**src/rtl/spi_bus_pkg.sv**
```systemverilog
`default_nettype none
// ============================================================================
//  Module      : spi_bus_pkg
//  Description : Shared constants, FSM state encoding and the CRC-8 helper
//                for the SPI-to-register-bus responder.
//  Contents    : FRAME_BITS, CRC_W, CRC_INIT_DEF, frame bit positions,
//                spi_state_e, crc8()
//  Revision    : 1.0 - initial release
// ============================================================================
package spi_bus_pkg;

    localparam int FRAME_BITS = 40;
    localparam int CRC_W = 8;
    localparam logic [CRC_W-1:0] CRC_INIT_DEF = 8'h9C;

    // Index of the last header bit (rw + address) and last crc-field bit.
    localparam int HDR_LAST_BIT = 15;
    localparam int CRC_LAST_BIT = 23;

    typedef enum logic [2:0] {
        ST_IDLE      = 3'd0,
        ST_HDR       = 3'd1,
        ST_RD_REQ    = 3'd2,
        ST_RD_WAIT   = 3'd3,
        ST_TX        = 3'd4,
        ST_WR_COMMIT = 3'd5
    } spi_state_e;

    // CRC-8, polynomial x^8 + x^2 + x + 1, data consumed MSB first.
    // The loop unrolls into a single combinational step.
    function automatic logic [CRC_W-1:0] crc8(
        input logic [CRC_W-1:0] init,
        input logic [15:0]      data
    );
        logic [CRC_W-1:0] crc;
        logic             fb;
        crc = init;
        for (int i = 15; i >= 0; i--) begin
            fb  = crc[CRC_W-1] ^ data[i];
            crc = {crc[CRC_W-2:0], 1'b0} ^ ({CRC_W{fb}} & 8'h07);
        end
        return crc;
    endfunction

endpackage
`default_nettype wire

```
**src/rtl/spi_bus_responder_edge_sync.sv**
```systemverilog
`default_nettype none
// ============================================================================
//  Module      : spi_edge_sync
//  Description : Two-flop synchronisers for the host SPI clock and MOSI, plus
//                single-cycle rise/fall pulses of the synchronised SPI clock.
//  Ports       : clk, rst_n        - system clock, async active-low reset
//                spi_clk, spi_mosi - raw asynchronous host signals
//                sclk_rise/fall    - one-cycle edge pulses
//                mosi_sync         - MOSI aligned with the edge pulses
//  Revision    : 1.0 - initial release
// ============================================================================
module spi_edge_sync (
    input  logic clk,
    input  logic rst_n,
    input  logic spi_clk,
    input  logic spi_mosi,
    output logic sclk_rise,
    output logic sclk_fall,
    output logic mosi_sync
);

    logic [1:0] sclk_meta;
    logic       sclk_prev;
    logic [1:0] mosi_meta;

    always_ff @(posedge clk or negedge rst_n) begin
        if (!rst_n) begin
            sclk_meta <= 2'b00;
            sclk_prev <= 1'b0;
            mosi_meta <= 2'b00;
        end else begin
            sclk_meta <= {sclk_meta[0], spi_clk};
            sclk_prev <= sclk_meta[1];
            mosi_meta <= {mosi_meta[0], spi_mosi};
        end
    end

    // MOSI goes through the same two-flop depth, so mosi_sync is the value
    // that was present when the rise was captured.
    assign sclk_rise = sclk_meta[1] & ~sclk_prev;
    assign sclk_fall = ~sclk_meta[1] & sclk_prev;
    assign mosi_sync = mosi_meta[1];

endmodule
`default_nettype wire

```
**src/rtl/spi_bus_responder.sv**
```systemverilog
`default_nettype none
// ============================================================================
//  Module      : spi_bus_responder
//  Description : SPI target terminating a 40-bit host frame
//                {rw, addr[14:0], crc[7:0], data[15:0]} (MSB first) and
//                turning it into one internal register-bus transaction.
//                Writes issue a single-cycle bus_wr_o; reads issue bus_rd_o
//                right after the header and return {rdata, crc8} on MISO.
//  Ports       : clk_i, reset_i (async, active low)
//                spi_clk_i, spi_mosi_i, spi_miso_o - host SPI
//                bus_addr_o, bus_wdata_o, bus_wr_o, bus_rd_o,
//                bus_rdata_i, bus_rd_valid_i       - register bus
//                frame_err_o - pulse on aborted frame / read timeout
//  Options     : SPI_WR_CRC_CHECK_EN - check the crc field of write frames
//                and drop the write on mismatch.
//  Revision    : 1.0 - initial release
// ============================================================================
module spi_bus_responder
    import spi_bus_pkg::*;
#(
    parameter int              ADDR_W       = 15,
    parameter int              DATA_W       = 16,
    parameter logic [CRC_W-1:0] CRC_INIT    = CRC_INIT_DEF,
    parameter int              IDLE_TIMEOUT = 256,
    parameter int              RD_TIMEOUT   = 8
) (
    input  logic              clk_i,
    input  logic              reset_i,
    input  logic              spi_clk_i,
    input  logic              spi_mosi_i,
    output logic              spi_miso_o,
    output logic [ADDR_W-1:0] bus_addr_o,
    output logic [DATA_W-1:0] bus_wdata_o,
    output logic              bus_wr_o,
    output logic              bus_rd_o,
    input  logic [DATA_W-1:0] bus_rdata_i,
    input  logic              bus_rd_valid_i,
    output logic              frame_err_o
);

    localparam int TX_W       = DATA_W + CRC_W;
    localparam int IDLE_CNT_W = (IDLE_TIMEOUT > 1) ? $clog2(IDLE_TIMEOUT) : 1;
    localparam int RD_CNT_W   = (RD_TIMEOUT > 1) ? $clog2(RD_TIMEOUT) : 1;

    localparam logic [5:0] BIT_HDR_LAST   = 6'(HDR_LAST_BIT);
    localparam logic [5:0] BIT_CRC_LAST   = 6'(CRC_LAST_BIT);
    localparam logic [5:0] BIT_FRAME_LAST = 6'(FRAME_BITS - 1);
    // bit_cnt value once the rise of the first response bit has been seen;
    // falls from here on advance the response.
    localparam logic [5:0] BIT_TX_SHIFT   = 6'(HDR_LAST_BIT + 2);

    localparam logic [IDLE_CNT_W-1:0] IDLE_LAST = IDLE_CNT_W'(IDLE_TIMEOUT - 1);
    localparam logic [RD_CNT_W-1:0]   RD_LAST   = RD_CNT_W'(RD_TIMEOUT - 1);

    logic sclk_rise;
    logic sclk_fall;
    logic mosi;

    spi_edge_sync u_edge_sync (
        .clk       (clk_i),
        .rst_n     (reset_i),
        .spi_clk   (spi_clk_i),
        .spi_mosi  (spi_mosi_i),
        .sclk_rise (sclk_rise),
        .sclk_fall (sclk_fall),
        .mosi_sync (mosi)
    );

    spi_state_e              state;
    spi_state_e              next_state;
    logic [5:0]              bit_cnt;
    // Holds the previous DATA_W-1 bits; with the live MOSI bit it forms the
    // header at bit 15, the crc field at bit 23 and the data at bit 39.
    logic [DATA_W-2:0]       shift_reg;
    logic [TX_W-1:0]         tx_reg;
    logic [IDLE_CNT_W-1:0]   idle_cnt;
    logic [RD_CNT_W-1:0]     rd_cnt;

    logic                    idle_expired;
    logic                    frame_done;
    logic                    err_set;
    logic                    tx_load;
    logic [TX_W-1:0]         tx_load_val;

`ifdef SPI_WR_CRC_CHECK_EN
    logic [CRC_W-1:0]        crc_rx;
`endif

    assign idle_expired = (state != ST_IDLE) && !sclk_rise && (idle_cnt == IDLE_LAST);
    assign frame_done   = sclk_rise && (bit_cnt == BIT_FRAME_LAST);

    // ------------------------------------------------------------------
    // State register
    // ------------------------------------------------------------------
    always_ff @(posedge clk_i or negedge reset_i) begin
        if (!reset_i) begin
            state <= ST_IDLE;
        end else begin
            state <= next_state;
        end
    end

    // ------------------------------------------------------------------
    // Next state and strobes
    // ------------------------------------------------------------------
    always_comb begin
        next_state  = state;
        err_set     = 1'b0;
        tx_load     = 1'b0;
        tx_load_val = '0;
        bus_rd_o    = 1'b0;
        bus_wr_o    = 1'b0;
        case (state)
            ST_IDLE: begin
                if (sclk_rise) begin
                    next_state = ST_HDR;
                end
            end
            ST_HDR: begin
                if (idle_expired) begin
                    next_state = ST_IDLE;
                    err_set    = 1'b1;
                end else if (sclk_rise && bit_cnt == BIT_HDR_LAST) begin
                    // shift_reg MSB holds the rw bit at this point.
                    next_state = shift_reg[DATA_W-2] ? ST_HDR : ST_RD_REQ;
                end else if (frame_done) begin
                    next_state = ST_WR_COMMIT;
                end
            end
            ST_RD_REQ: begin
                bus_rd_o   = 1'b1;
                next_state = ST_RD_WAIT;
            end
            ST_RD_WAIT: begin
                if (idle_expired) begin
                    next_state = ST_IDLE;
                    err_set    = 1'b1;
                end else if (frame_done) begin
                    next_state = ST_IDLE;
                end else if (bus_rd_valid_i) begin
                    tx_load     = 1'b1;
                    tx_load_val = {bus_rdata_i, crc8(CRC_INIT, bus_rdata_i)};
                    next_state  = ST_TX;
                end else if (rd_cnt == RD_LAST) begin
                    // No data: answer with zeros so the host still gets a
                    // well-formed frame, and flag the failure.
                    tx_load    = 1'b1;
                    err_set    = 1'b1;
                    next_state = ST_TX;
                end
            end
            ST_TX: begin
                if (idle_expired) begin
                    next_state = ST_IDLE;
                    err_set    = 1'b1;
                end else if (frame_done) begin
                    next_state = ST_IDLE;
                end
            end
            ST_WR_COMMIT: begin
                next_state = ST_IDLE;
`ifdef SPI_WR_CRC_CHECK_EN
                if (crc_rx == crc8(CRC_INIT, bus_wdata_o)) begin
                    bus_wr_o = 1'b1;
                end else begin
                    err_set = 1'b1;
                end
`else
                bus_wr_o = 1'b1;
`endif
            end
            default: begin
                next_state = ST_IDLE;
            end
        endcase
    end

    // ------------------------------------------------------------------
    // Datapath: shifting, counters, bus fields, response register
    // ------------------------------------------------------------------
    always_ff @(posedge clk_i or negedge reset_i) begin
        if (!reset_i) begin
            shift_reg   <= '0;
            bit_cnt     <= '0;
            tx_reg      <= '0;
            idle_cnt    <= '0;
            rd_cnt      <= '0;
            bus_addr_o  <= '0;
            bus_wdata_o <= '0;
            frame_err_o <= 1'b0;
        end else begin
            frame_err_o <= err_set;

            if (sclk_rise) begin
                shift_reg <= {shift_reg[DATA_W-3:0], mosi};
            end

            if (next_state == ST_IDLE) begin
                bit_cnt <= '0;
            end else if (sclk_rise) begin
                bit_cnt <= bit_cnt + 6'd1;
            end

            if (state == ST_IDLE || sclk_rise) begin
                idle_cnt <= '0;
            end else if (!idle_expired) begin
                idle_cnt <= idle_cnt + 1'b1;
            end

            if (state == ST_RD_WAIT) begin
                rd_cnt <= rd_cnt + 1'b1;
            end else begin
                rd_cnt <= '0;
            end

            if (state == ST_HDR && sclk_rise && bit_cnt == BIT_HDR_LAST) begin
                bus_addr_o <= {shift_reg[ADDR_W-2:0], mosi};
            end

            if (state == ST_HDR && next_state == ST_WR_COMMIT) begin
                bus_wdata_o <= {shift_reg, mosi};
            end

            if (tx_load) begin
                tx_reg <= tx_load_val;
            end else if (state == ST_TX && sclk_fall && bit_cnt >= BIT_TX_SHIFT) begin
                tx_reg <= {tx_reg[TX_W-2:0], 1'b0};
            end
        end
    end

`ifdef SPI_WR_CRC_CHECK_EN
    always_ff @(posedge clk_i or negedge reset_i) begin
        if (!reset_i) begin
            crc_rx <= '0;
        end else if (state == ST_HDR && sclk_rise && bit_cnt == BIT_CRC_LAST) begin
            crc_rx <= {shift_reg[CRC_W-2:0], mosi};
        end
    end
`endif

    assign spi_miso_o = (state == ST_TX) ? tx_reg[TX_W-1] : 1'b0;

endmodule
`default_nettype wire
```
**config.mk**
```make
export PLATFORM = sky130hd
export DESIGN_NAME = spi_bus_responder
export DESIGN_NICKNAME = d
export VERILOG_FILES = /design/src/rtl/spi_bus_pkg.sv /design/src/rtl/spi_bus_responder_edge_sync.sv /design/src/rtl/spi_bus_responder.sv
export SDC_FILE = /design/constraint.sdc
export NUM_CORES = 1
export LEC_CHECK = 0
export ABC_AREA = 1
export BUFFER_PORTS_ARGS = -buffer_cell sky130_fd_sc_hd__buf_4
export CORE_ASPECT_RATIO = 1.25
export CORE_MARGIN = 2
export CORE_UTILIZATION = 63
export CTS_CLUSTER_DIAMETER = 40
export DETAILED_ROUTE_END_ITERATION = 12
export GPL_ROUTABILITY_DRIVEN = 1
export PLACE_DENSITY = 0.88
export SYNTH_ARGS = -nofsm -noshare
export SYNTH_HDL_FRONTEND = slang
export SYNTH_SLANG_ARGS = --single-unit
```
**constraint.sdc**
```tcl
create_clock -name clk_i -period 4.6 [get_ports clk_i]
set_input_delay 0.23 -clock clk_i [delete_from_list [all_inputs] [get_ports clk_i]]
set_output_delay 0.23 -clock clk_i [all_outputs]
set_load 0.01 [all_outputs]
```
==> flow_metrics.env, run 1 <==
export IMPL_hold_viol_final=0
export IMPL_fp_dieH_um=100
export IMPL_async_flop_share_pct=100
export IMPL_clkTransAtPathRegs_ns=0.10
export IMPL_n_antenna_cell=0
export IMPL_r2r_setup_slack_ns=1.79
export IMPL_post_dp_hpwl_um=7260
export IMPL_final_area_mm2=0.00535
export IMPL_dieArea_mm2=0.00815
export IMPL_synth_avg_cell_area_um2=8.68
export IMPL_cts_made_buffers=9
export IMPL_slowest_delay_ns=0.77
export IMPL_mostFrequentLayoutCells="nand2_1, dfrtp_1, o21ai_0"
export IMPL_start_util_pct=64.1
export IMPL_fp_dieW_um=81.2
export IMPL_first_pass_iters=5
export IMPL_clk_path_buf_depth=2
export IMPL_grtUsageMet2_pct=48.4
export IMPL_end_kind="flop"
export IMPL_synthCells=540
export IMPL_relSlewSlack_pct=32.2
export IMPL_drcViolationCount=0
export IMPL_fin_worst_skew_ns=0.00948
export IMPL_cts_tree="built"
export IMPL_synth_top_area_share_pct=51.2
export IMPL_worstPathRequired_ns=4.89
export IMPL_setup_ws_ns=1.79
export IMPL_p_leak_nw=2.63
export IMPL_htree_num_levels=3
export IMPL_grt_pass1_wl_um=17000
export IMPL_power_frac_clock_pct=22.8
export IMPL_ys_ff_latch=96
export IMPL_cts_hold_buf=3
export IMPL_io_pins=56
export IMPL_routed_wl_um=10100
export IMPL_rows=35
export IMPL_period_share_pct=61.0
export IMPL_cp_arrival_ns=3.09
export IMPL_layout_commonest_cell="nand2_1"
export IMPL_synth_edf_count=0
export IMPL_portBuffers=55
export IMPL_fillerInstances=536
export IMPL_postCtsSetupBuffers=0
export IMPL_cts_repair_resized=0
export IMPL_use_met3_pct=6.09
export IMPL_ys_seq_area_share_pct=51.2
export IMPL_grt_busiest_layer="met2"
export IMPL_grt_use_met1_pct=31.1
export IMPL_critical_path_class="reg2reg"
export IMPL_areaGrowthSynthToFinish_pct=14.2
export IMPL_grt_max_degree=58
export IMPL_drt_vias_per_instance=5.57
export IMPL_slew_violations=0
export IMPL_status="completed"
export IMPL_coreArea_mm2=0.00731
export IMPL_cts_root_buf="clkbuf_8"
export IMPL_yosys_warnings=0
export IMPL_cp_slowest_cell="nand3_1"
export IMPL_synth_flop_cell="dfrtp_1"
export IMPL_p_sw_uw=922
export IMPL_grt_antenna_before_repair=0
export IMPL_grt_pass1_vias=3899
export IMPL_wl_per_cell_um=14.7
export IMPL_setup_viol=0
export IMPL_yosys_area_top_type="dfrtp_1"
export IMPL_largest_reg_flops=24
export IMPL_worstSkewPairLatency_ns=0.37
export IMPL_worstPathCellList="nor2_2, buf_4, nand3_1, o221ai_1, nand2_1, nand2_2, nor2_8, a21oi_1"
export IMPL_drtIter0Drc=194
export IMPL_fin_setup_tns_ns=0
export IMPL_register_area_mm2=0.00240
export IMPL_rsz0062_at_grt="false"
export IMPL_maxCapViolCount=0
export IMPL_place_inst=671
export IMPL_hold_depth=3
export IMPL_ir_drop_v=0.000389
export IMPL_final_antenna_net_count=0
export IMPL_finalCriticalPeriod_ns=2.81
export IMPL_max_freq_ghz=0.356
export IMPL_worstMarginPinSlew_ns=1.01
export IMPL_placed_area_mm2=0.00511
export IMPL_crit_fanout=32
export IMPL_final_util_pct=73.2
export IMPL_hold_class="in2reg"
export IMPL_layoutNonFillerInstCount=690
export IMPL_reg2regPathDepth=8
export IMPL_swShare_pct=36.2
export IMPL_gp_congestion=0.899
export IMPL_clkSinkCount=96
export IMPL_power_density_mw_per_mm2=476
export IMPL_layout_drive_gt1_share_pct=17.7
export IMPL_synth_area_top_cells="dfrtp_1, nand2_1, o21ai_0"
export IMPL_nets=620
export IMPL_power_frac_seq_pct=46.2
export IMPL_place_ws_ns=1.84
export IMPL_internal_power_mw=1.63
export IMPL_synth_nets=567
export IMPL_multi_input_area_mm2=0.00194
export IMPL_startpoint_type="flop"
export IMPL_pwr_share_comb_pct=31.0
export IMPL_synth_area_mm2=0.00469
export IMPL_via_count=3841
export IMPL_grt_usage_pct=27.2
export IMPL_grt_overflow_total=0
export IMPL_yosysUniqueCellTypes=41
==> cells in the mapped netlist (2+ instances only) <==
cell / n
inv_2: 6
clkbuf_1: 8
nand3_1: 30
o22ai_1: 3
nand4_1: 3
o21ai_1: 5
inv_1: 51
nand3b_1: 2
nand2_1: 138
a22oi_2: 2
nand2_2: 4
dfrtp_1: 96
xor2_1: 14
nor3_1: 3
a21oi_2: 2
nor2_4: 3
o21ai_0: 65
a21oi_1: 27
buf_2: 3
nand2_4: 3
ha_1: 6
nor2_1: 31
a211oi_1: 2
nor2_2: 3
xnor2_1: 7
buf_6: 6
o21ai_2: 2
nor2_8: 2
==> through the flow <==
stage / hold slack, ns / power, mW
final: 0.125 / 2.55
after global routing: 0.109 / 2.72
after CTS: 0.114 / 2.56
after detailed placement: 0.246 / 1.97
after global placement: 0.229 / 1.92
after floorplan: -0.0656 / 1.72
==> final timing paths <==
check                                                 to                     start
worst max-delay path                          bit_cnt[3]     u_edge_sync.sclk_prev
worst min-delay path                          tx_reg[13]            bus_rdata_i[5]
worst max register to register                bit_cnt[3]     u_edge_sync.sclk_prev
worst min register to register  u_edge_sync.sclk_meta[1]  u_edge_sync.sclk_meta[0]
max in group asynchronous                     tx_reg[11]                   reset_i
min in group asynchronous                      tx_reg[5]                   reset_i
==> kinds of logic (layout without fill, tap and decap cells) <==
group	Yosys count	in the layout	synth area share, %
AND/OR/NAND/NOR	227	227	22.2
XOR/XNOR	21	21	3.92
AO/OA/AOI/OAI	114	114	13.7
buffers and inverters	76	134	7.31
flip-flops	96	96	51.2
adder cells (fa/ha/maj)	6	6	1.60
==> power groups by stage <==
stage	registers [mW]	clock network [mW]	logic (mW)
after global routing	1.20	0.633	0.887
after floorplan	1.18	0	0.538
after CTS	1.17	0.590	0.795
final	1.18	0.581	0.790
after detailed placement	1.19	0	0.786
after global placement	1.17	0	0.743
==> metal layers <==
layer | wire, µm | share of wire [%]
met1 | 3980 | 39
met5 | 0 | 0
met2 | 5420 | 54
met3 | 445 | 4.4
met4 | 255 | 2.5
==> worst max-delay path, delay by kind of cell (launching register included) <==
kind | cells | cell delay (ns)
buf+inv | 1 | 0.36
flops | 1 | 0.40
simple gates | 5 | 1.36
compound gates | 2 | 0.60
==> area by class of cell <==
cell class                      instances  area share (%)
Sequential cell                        96            44.9
Multi-Input combinational cell        368            36.3
Timing Repair Buffer                   60            8.55
Inverter                               58            4.16
Clock buffer                            9            2.31
Tap cell                               92            2.15
Clock inverter                          7            1.64
Note: power is estimated with default switching activity, not from simulation.
==> run 2, diff against run 1 <==
--- a/config.mk
+++ b/config.mk
@@ -9,11 +9,11 @@
 export BUFFER_PORTS_ARGS = -buffer_cell sky130_fd_sc_hd__buf_4
 export CORE_ASPECT_RATIO = 1.25
 export CORE_MARGIN = 2
-export CORE_UTILIZATION = 63
+export CORE_UTILIZATION = 58
 export CTS_CLUSTER_DIAMETER = 40
 export DETAILED_ROUTE_END_ITERATION = 12
 export GPL_ROUTABILITY_DRIVEN = 1
-export PLACE_DENSITY = 0.88
+export PLACE_DENSITY = 0.82
 export SYNTH_ARGS = -nofsm -noshare
 export SYNTH_HDL_FRONTEND = slang
 export SYNTH_SLANG_ARGS = --single-unit
==> constraint.sdc (replaced) <==
create_clock -name clk_i -period 2.8 [get_ports clk_i]
set_input_delay 0.14 -clock clk_i [delete_from_list [all_inputs] [get_ports clk_i]]
set_output_delay 0.14 -clock clk_i [all_outputs]
set_load 0.01 [all_outputs]
==> flow_metrics.env, run 2 (synthesis results as in run 1) <==
export IMPL_slew_violations=0
export IMPL_coreArea_mm2=0.00784
export IMPL_first_pass_iters=4
export IMPL_start_util_pct=59.8
export IMPL_clkSinkCount=96
export IMPL_total_power_mw=4.05
export IMPL_rows=36
export IMPL_hold_class="in2reg"
export IMPL_hold_depth=3
export IMPL_slowest_delay_ns=0.38
export IMPL_power_density_mw_per_mm2=758
export IMPL_worstMarginPinSlew_ns=0.743
export IMPL_layout_drive_gt1_share_pct=17.8
export IMPL_via_count=3707
export IMPL_drcViolationCount=0
export IMPL_portBuffers=55
export IMPL_worstSkewPairLatency_ns=0.35
export IMPL_grt_usage_pct=22.8
export IMPL_rsz0062_at_grt="false"
export IMPL_io_pins=56
export IMPL_grt_antenna_before_repair=0
export IMPL_crit_fanout=21
export IMPL_multi_input_area_mm2=0.00194
export IMPL_cts_hold_buf=3
export IMPL_cpMostUsedCell="inv_2"
export IMPL_cp_slowest_cell="dfrtp_1"
export IMPL_clkTransAtPathRegs_ns=0.09
export IMPL_fin_setup_tns_ns=0
export IMPL_pwr_share_comb_pct=31.6
export IMPL_place_inst=678
export IMPL_final_area_mm2=0.00535
export IMPL_worstPathRequired_ns=3.08
export IMPL_setup_ws_ns=0.714
export IMPL_end_kind="flop"
export IMPL_cts_made_buffers=9
export IMPL_hold_start="bus_rdata_i[5]"
export IMPL_cts_repair_resized=0
export IMPL_cts_root_buf="clkbuf_8"
export IMPL_cp_arrival_ns=2.37
export IMPL_hold_end="tx_reg[13]"
export IMPL_fp_dieW_um=84.4
export IMPL_fin_worst_skew_ns=0.00983
export IMPL_n_antenna_cell=0
export IMPL_placed_area_mm2=0.00515
export IMPL_reg2regPathDepth=10
export IMPL_mostFrequentLayoutCells="nand2_1, dfrtp_1, o21ai_0"
export IMPL_startpoint_type="flop"
export IMPL_final_antenna_net_count=0
export IMPL_hold_viol_final=0
export IMPL_grt_overflow_total=0
export IMPL_r2r_setup_slack_ns=0.71
export IMPL_worstPathCellList="inv_1, nor2_2, a21oi_2, inv_2, nor2_8, nor2_4, nand2_4, inv_2, nand2_1, a21oi_1"
export IMPL_max_freq_ghz=0.479
export IMPL_swShare_pct=34.8
export IMPL_relSlewSlack_pct=50.5
export IMPL_htree_num_levels=3
export IMPL_layoutNonFillerInstCount=695
export IMPL_nets=624
export IMPL_r2r_start="u_edge_sync.sclk_meta[1]"
export IMPL_largest_reg_flops=24
export IMPL_grt_pass1_vias=3631
export IMPL_ir_drop_v=0.000524
export IMPL_grt_use_met1_pct=29.6
export IMPL_finalCriticalPeriod_ns=2.09
export IMPL_final_util_pct=68.3
export IMPL_dieArea_mm2=0.00882
export IMPL_fillerInstances=627
export IMPL_maxCapViolCount=0
export IMPL_drt_vias_per_instance=5.33
export IMPL_post_dp_hpwl_um=7090
export IMPL_grt_busiest_layer="met2"
export IMPL_critical_path_class="reg2reg"
export IMPL_whs_ns=0.0478
export IMPL_p_leak_nw=2.63
export IMPL_drtIter0Drc=192
export IMPL_grtUsageMet2_pct=37.8
export IMPL_p_sw_mw=1.41
export IMPL_r2r_end="tx_reg[10]"
export IMPL_power_frac_clock_pct=20.7
export IMPL_setup_viol=0
export IMPL_place_ws_ns=0.735
export IMPL_postCtsSetupBuffers=0
export IMPL_areaGrowthSynthToFinish_pct=14.1
export IMPL_cts_tree="built"
export IMPL_use_met3_pct=4.58
export IMPL_period_share_pct=74.5
export IMPL_gp_congestion=0.895
export IMPL_status="completed"
export IMPL_grt_max_degree=63
export IMPL_wl_per_cell_um=13.9
export IMPL_internal_power_mw=2.64
export IMPL_register_area_mm2=0.00240
export IMPL_routed_wl_um=9650
export IMPL_grt_pass1_wl_um=16300
export IMPL_fp_dieH_um=105
export IMPL_clk_path_buf_depth=2
export IMPL_power_frac_seq_pct=47.7
export IMPL_layout_commonest_cell="nand2_1"
-- run 2: cell types whose count changed in the layout (fill, tap and decap cells not counted), sizes merged --
cell / change
buf: +4
clkbuf: +1
clkinvlp: +1
inv: -4
-- run 2: metal layers --
layer  part of all wire [%]  wire [µm]  up-vias
li1                       -          -     1852
met1                     43       4150     1753
met2                     50       4870       90
met3                    4.9        477       12
met4                    1.6        157        0
met5                      0          0        -
-- run 2: cell type report --
| cell class | instances | share of cell area [%] |
|---|---|---|
| inverters | 58 | 4.16 |
| clock buffers | 10 | 2.38 |
| well taps | 95 | 2.22 |
| multi-input cells | 368 | 36.3 |
| clock inverters | 4 | 0.888 |
| flip-flops and latches | 96 | 44.9 |
| repair buffers | 64 | 9.12 |
-- run 2: worst max-delay path by stage --
stage                        startpoint         end  slack [ns]  depth (start not counted)
4_1_cts        u_edge_sync.sclk_meta[1]  tx_reg[10]        0.72                         10
3_5_place_dp   u_edge_sync.sclk_meta[1]  tx_reg[10]        0.74                         10
2_1_floorplan               idle_cnt[0]  bit_cnt[1]        1.10                         11
3_3_place_gp      u_edge_sync.sclk_prev   tx_reg[3]        0.87                          9
6_report       u_edge_sync.sclk_meta[1]  tx_reg[10]        0.71                         10
5_1_grt        u_edge_sync.sclk_meta[1]   tx_reg[2]        0.50                         12
-- run 2: power by group through the flow --
stage / Combinational, mW / Clock (mW) / Sequential [mW]
6_report: 1.28 / 0.838 / 1.93
5_1_grt: 1.45 / 0.922 / 1.97
4_1_cts: 1.29 / 0.863 / 1.93
3_5_place_dp: 1.28 / 0 / 1.95
3_3_place_gp: 1.24 / 0 / 1.94
2_1_floorplan: 0.883 / 0 / 1.94
-- run 2: worst max-delay path, delay by kind of cell (launching register included) --
kind | cells | cell delay [ns]
compound gates | 2 | 0.28
buf+inv | 3 | 0.50
flops | 1 | 0.38
simple gates | 5 | 0.86
